[config.mk]
export PLATFORM = sky130hd
export DESIGN_NAME = regbank_access_ctrl
export DESIGN_NICKNAME = d
export VERILOG_FILES = /design/src/rtl/regbank_access_ctrl.sv
export SDC_FILE = /design/constraint.sdc
export NUM_CORES = 1
export LEC_CHECK = 0
export CORE_MARGIN = 2
export CORE_UTILIZATION = 43
export DETAILED_ROUTE_END_ITERATION = 10
export PLACE_DENSITY = 0.84
export SYNTH_ARGS = -nofsm -noshare
export SYNTH_HDL_FRONTEND = slang
export SYNTH_SLANG_ARGS = --single-unit
[constraint.sdc]
create_clock -name clk -period 3.2 [get_ports clk]
set_input_delay 0.64 -clock clk [delete_from_list [all_inputs] [get_ports clk]]
set_output_delay 0.64 -clock clk [all_outputs]
set_load 0.02 [all_outputs]
[src/rtl/regbank_access_ctrl.sv]
// Register-bank initiator: buffers one operand-read and one writeback request and
// sequences non-overlapping, gap-separated write_reg/read_reg strobes to the bank.
`timescale 1ns/1ps
module regbank_access_ctrl #(
    parameter int M = 16,
    parameter int N = 5
) (
    input  logic         clk,
    input  logic         rst_n,
    input  logic         op_valid,
    output logic         op_ready,
    input  logic [N-1:0] op_src1,
    input  logic [N-1:0] op_src2,
    output logic         opnd_valid,
    input  logic         opnd_ready,
    output logic [M:0]   opnd_1,
    output logic [M:0]   opnd_2,
    input  logic         wb_valid,
    output logic         wb_ready,
    input  logic [N-1:0] wb_addr,
    input  logic [M:0]   wb_data,
    output logic [N-1:0] addr_1,
    output logic [N-1:0] addr_2,
    output logic [N-1:0] end_write,
    output logic         write_reg,
    output logic         read_reg,
    output logic [M:0]   write_data,
    input  logic [M:0]   data_1,
    input  logic [M:0]   data_2
);

    typedef enum logic [2:0] {
        IDLE = 3'd0,
        WR   = 3'd1,
        WGAP = 3'd2,
        RD   = 3'd3,
        RESP = 3'd4
    } state_t;

    state_t       r_state;
    state_t       w_state_next;
    logic         r_op_full;
    logic         r_wb_full;
    logic         r_write_reg;
    logic         r_read_reg;
    logic         r_opnd_valid;
    logic [N-1:0] r_addr_1;
    logic [N-1:0] r_addr_2;
    logic [N-1:0] r_end_write;
    logic [M:0]   r_write_data;
    logic [M:0]   r_opnd_1;
    logic [M:0]   r_opnd_2;
    logic         w_op_acc;
    logic         w_wb_acc;
    logic         w_resp_done;

    assign w_op_acc    = op_valid && !r_op_full;
    assign w_wb_acc    = wb_valid && !r_wb_full;
    assign w_resp_done = (r_state == RESP) && opnd_ready;

    // A buffered write always wins over a pending read.
    always_comb begin
        w_state_next = r_state;
        case (r_state)
            IDLE: begin
                if (r_wb_full)
                    w_state_next = WR;
                else if (r_op_full)
                    w_state_next = RD;
            end
            WR:      w_state_next = WGAP;
            WGAP:    w_state_next = IDLE;
            RD:      w_state_next = RESP;
            RESP:    if (opnd_ready) w_state_next = IDLE;
            default: w_state_next = IDLE;
        endcase
    end

    // Strobes and opnd_valid come straight from flops so the bank never sees decode glitches.
    always_ff @(posedge clk or negedge rst_n) begin
        if (!rst_n) begin
            r_state      <= IDLE;
            r_write_reg  <= 1'b0;
            r_read_reg   <= 1'b0;
            r_opnd_valid <= 1'b0;
        end else begin
            r_state      <= w_state_next;
            r_write_reg  <= (w_state_next == WR);
            r_read_reg   <= (w_state_next == RD);
            r_opnd_valid <= (w_state_next == RESP);
        end
    end

    always_ff @(posedge clk or negedge rst_n) begin
        if (!rst_n) begin
            r_op_full    <= 1'b0;
            r_wb_full    <= 1'b0;
            r_addr_1     <= '0;
            r_addr_2     <= '0;
            r_end_write  <= '0;
            r_write_data <= '0;
            r_opnd_1     <= '0;
            r_opnd_2     <= '0;
        end else begin
            if (w_op_acc) begin
                r_op_full <= 1'b1;
                r_addr_1  <= op_src1;
                r_addr_2  <= op_src2;
            end else if (w_resp_done) begin
                r_op_full <= 1'b0;
            end
            if (w_wb_acc) begin
                r_wb_full    <= 1'b1;
                r_end_write  <= wb_addr;
                r_write_data <= wb_data;
            end else if (r_state == WR) begin
                r_wb_full <= 1'b0;
            end
            if (r_state == RD) begin
                r_opnd_1 <= data_1;
                r_opnd_2 <= data_2;
            end
        end
    end

    assign op_ready   = !r_op_full;
    assign wb_ready   = !r_wb_full;
    assign opnd_valid = r_opnd_valid;
    assign opnd_1     = r_opnd_1;
    assign opnd_2     = r_opnd_2;
    assign addr_1     = r_addr_1;
    assign addr_2     = r_addr_2;
    assign end_write  = r_end_write;
    assign write_data = r_write_data;
    assign write_reg  = r_write_reg;
    assign read_reg   = r_read_reg;

endmodule

Word level (Yosys, flattened, before mapping)
Cells that the tools add are included.
{"block": "classes", "mux": 8, "n_eq_ne": 6, "n_reduce_logical": 8}
{"cell": "3-bit case mux with 4 select lines", "n": 1}
{"cell": "3-bit two-way mux", "n": 3}
{"cell": "3-bit by 1-bit == test with 1-bit output (second input constant)", "n": 2}
{"cell": "3-bit by 2-bit == test with 1-bit output (second input constant)", "n": 2}
{"cell": "3-bit == test (second input constant)", "n": 2}
{"cell": "1-bit two-way mux", "n": 4}
{"cell": "2-bit nonzero test", "n": 2}
{"cell": "1-bit logical AND", "n": 3}
{"cell": "3-bit logical NOT", "n": 1}
{"cell": "1-bit logical NOT", "n": 2}
{"block": "totals", "elab_cells": 34, "ff_bits": 74, "out_inout_bits": 71, "input_bits": 71}

Depth between registers and ports, before layout
{"block": "depth", "ltp_word": 4, "depth_mapped": 4, "ltp_nobuf": 2}

Least setup slack after synthesis
Ideal clock, no wire load.
{"block": "synth_timing", "kind": "input-to-reg", "startpoint": "input wb_valid", "endpoint": "register r_end_write[0] (netlist: end_write[0])", "n_path_buf": 2, "setup_time_ns": 0.125, "slack_ns": 1.704, "path_stages": 4, "t_required_ns": 3.075, "arrival_ns": 1.372, "cell_sequence": "nor2b_1 buf_2 buf_4 mux2_2"}
{"block": "synth_via", "elab_chain_len": 1}
{"element": "start, declared", "line_no": "18", "source": "input logic wb_valid,"}
{"element": "1-bit logical AND", "line_no": "58", "source": "assign w_wb_acc = wb_valid && !r_wb_full;"}
{"element": "end signal, assigned", "line_no": "114", "source": "r_end_write <= wb_addr;"}
{"element": "end, declared", "line_no": "49", "source": "logic [N-1:0] r_end_write;"}
No other way between the ends.
A chain may end at the register's enable or synchronous reset.

Worst setup path in the final report
{"block": "layout_timing", "startpoint": "register r_wb_full", "endpoint": "output wb_ready"}
{"block": "layout_via", "elab_chain_len": 1}
{"element": "start, declared", "line_no": "43", "source": "logic r_wb_full;"}
{"element": "start signal, assigned", "line_no": "97", "source": "r_wb_full <= 1'b0;"}
{"element": "start signal, assigned", "line_no": "113", "source": "r_wb_full <= 1'b1;"}
{"element": "start signal, assigned", "line_no": "117", "source": "r_wb_full <= 1'b0;"}
{"element": "1-bit logical NOT", "line_no": "127", "source": "assign wb_ready = !r_wb_full;"}
{"element": "end, declared", "line_no": "19", "source": "output logic wb_ready,"}
No other way between the ends.

==> results.sh <==
export IMPL_status="finished clean"
export IMPL_syn_nets=238
export IMPL_grt_max_degree=75
export IMPL_ys_seq_elements=74
export IMPL_cp_required_ns=2.56
export IMPL_synth_warnings=0
export IMPL_wl_mm=6.22
export IMPL_cp_data_arrival_time_ns=1.47
export IMPL_io_pins=142
export IMPL_stdcell_count=395
export IMPL_fmax_mhz=474
export IMPL_syn_avg_cell_area_um2=17.4
export IMPL_seq_area_frac_synth_pct=63.7
export IMPL_post_route_min_period_ns=2.11
export IMPL_wl_met3_um=510
export IMPL_utilization_pct=69.9
export IMPL_synth_area_leaders="dfrtp_1, mux2_4, mux2_2"
export IMPL_slew_violations=0
export IMPL_place_hpwl_mm=4.46
export IMPL_layout_drive_gt1_share_pct=24.8
export IMPL_max_cap_violations=0
export IMPL_grt_pass1_wl_mm=9.79
export IMPL_start_kind="flip-flop"
export IMPL_rsz0062_at_grt="false"
export IMPL_synthDistinctLibCells=23
export IMPL_dieArea_mm2=0.00744
export IMPL_hold_buffers=0
export IMPL_start_util_pct=45.0
export IMPL_clkTransAtPathRegs_ns=0.07
export IMPL_antenna_found_initial=0
export IMPL_area_delta_synth_final_pct=55.3
export IMPL_powerDensity_mw_per_mm2=1060
export IMPL_clockBufferDepth=2
export IMPL_worst_pin_slew_ns=0.910
export IMPL_numClockSinks=74
export IMPL_cts_root_buf="clkbuf_8"
export IMPL_die_h_um=86.2
export IMPL_drc=0
export IMPL_overflow=0
export IMPL_vias_per_cell=4.85
export IMPL_nets=385
export IMPL_holdCritPathClass="primary input to asynchronous set/reset pin"
export IMPL_wl_per_cell_um=15.7
export IMPL_grt_pass1_vias=2028
export IMPL_fin_worst_skew_ns=0.00555
export IMPL_max_slew_margin_pct=39.3
export IMPL_ir_worst_vdd_mv=0.594
export IMPL_synth_area_mm2=0.00291
export IMPL_diodes=0
export IMPL_setup_viol=0
export IMPL_p_leak_nw=1.99
export IMPL_yosysTopAreaCellShare_pct=63.7
export IMPL_coreArea_mm2=0.00646
export IMPL_period_share_pct=65.9
export IMPL_rows=29
export IMPL_port_buffers=141
export IMPL_h_tree_depth=3
export IMPL_wl_met2_mm=3.09
export IMPL_vias=1916
export IMPL_fin_tns_setup_ns=0
export IMPL_report_final_hold_viol_count=0
export IMPL_cp_end_kind="output port"
export IMPL_gp_congestion=0.731
export IMPL_top_layer="met4"
export IMPL_critical_path_class="flip-flop to output port"
export IMPL_syn_inst=167
export IMPL_crit_fanout=4
export IMPL_wl_met1_mm=2.57
export IMPL_place_inst=380
export IMPL_die_x_um=86.2
export IMPL_postCtsSetupBuffers=0
export IMPL_ant_nets=0
export IMPL_yosysTopAreaCell="dfrtp_1"
export IMPL_first_pass_iters=4
export IMPL_cts_tree="built"
export IMPL_fillers=494
export IMPL_drt_iter0_drc=61
export IMPL_cts_repair_resized=0
export IMPL_cts_buffers=9
export IMPL_worstSkewPairLatency_ns=0.33
export IMPL_grt_total_usage_pct=17.2
-- layer usage --
metal / up-vias / global-route usage [%]
met5: - / 0
met3: 6 / 6.19
met1: 952 / 21.1
li1: 875 / -
met2: 83 / 28.0
met4: 0 / 6.39
-- worst max-delay path, cell delays in order, from the launching register on --
cell             delay, ns
dfrtp_1               0.42
inv_1                 0.10
clkdlybuf4s50_1       0.63
-- final cells by class --
type                    instances  area, um2  share of cell area (%)
well taps                      77       96.3                    2.13
multi-input cells              82        956                    21.2
clock buffers                  12        155                    3.43
clock inverters                 3       15.0                   0.332
flip-flops and latches         74       1850                    41.0
repair buffers                144       1430                    31.7
inverters                       3       11.3                   0.249
-- kinds of logic after synthesis --
kind of cell	after synthesis	share of synthesized area (%)
simple gates	10	2.19
mux	66	29.2
compound gates	6	1.42
buf+inv	11	3.53
flops	74	63.7
-- power by group --
part	switching, mW	internal, mW	total [mW]
Combinational	1.07	1.41	2.48
Clock	0.313	0.316	0.629
Sequential	0.253	1.41	1.66
Total	1.64	3.14	4.78
-- path summary, 6_finish.rpt --
check	from	end	slack, ns	depth (start not counted)
worst max-delay path	r_wb_full	wb_ready	1.09	2
worst min-delay path	rst_n	opnd_2[6]	0.44	1
worst max register to register	r_wb_full	end_write[0]	1.56	3
worst min register to register	write_data[4]	write_data[4]	0.49	1
max in group asynchronous	rst_n	opnd_valid	2.16	1
min in group clk	write_data[4]	write_data[4]	0.49	1
-- through the flow --
step / setup slack [ns] / total power, mW / instance area (um2) / hold slack [ns]
floorplan: 1.70 / 3.07 / 2910 / 0.344
global placement: 0.849 / 4.13 / 4350 / 0.469
detailed placement: 0.829 / 4.18 / 4350 / 0.474
CTS: 1.07 / 4.84 / 4520 / 0.469
global route: 1.02 / 5.04 / 4520 / 0.516
finish: 1.09 / 4.78 / 4520 / 0.438
-- cells in the final DEF (no fill, tap or decap) --
| cell | count |
|---|---|
| nor2b_1 | 2 |
| clkinv_2 | 3 |
| mux2_2 | 32 |
| clkbuf_8 | 11 |
| or3b_1 | 1 |
| nand2b_1 | 1 |
| clkbuf_1 | 1 |
| buf_4 | 4 |
| nand2_1 | 1 |
| nand3b_1 | 1 |
| nor3b_1 | 1 |
| a211oi_1 | 1 |
| dfrtp_1 | 74 |
| nor3_1 | 1 |
| and2_1 | 1 |
| o22a_1 | 1 |
| inv_1 | 3 |
| mux2_1 | 6 |
| o21bai_1 | 1 |
| clkdlybuf4s50_1 | 140 |
| a21boi_0 | 1 |
| o21ai_0 | 2 |
| nor2b_2 | 1 |
| mux2_4 | 28 |
-- cells in the mapped netlist, drive strengths merged --
| cell | n |
|---|---|
| nor3 | 1 |
| nor3b | 1 |
| o22a | 1 |
| nand2 | 1 |
| nand2b | 1 |
| a21boi | 1 |
| nor2b | 3 |
| inv | 3 |
| dfrtp | 74 |
| buf | 8 |
| and2 | 1 |
| o21ai | 2 |
| mux2 | 66 |
| nand3b | 1 |
| o21bai | 1 |
| or3b | 1 |
| a211oi | 1 |
(Power assumes the default switching activity.)
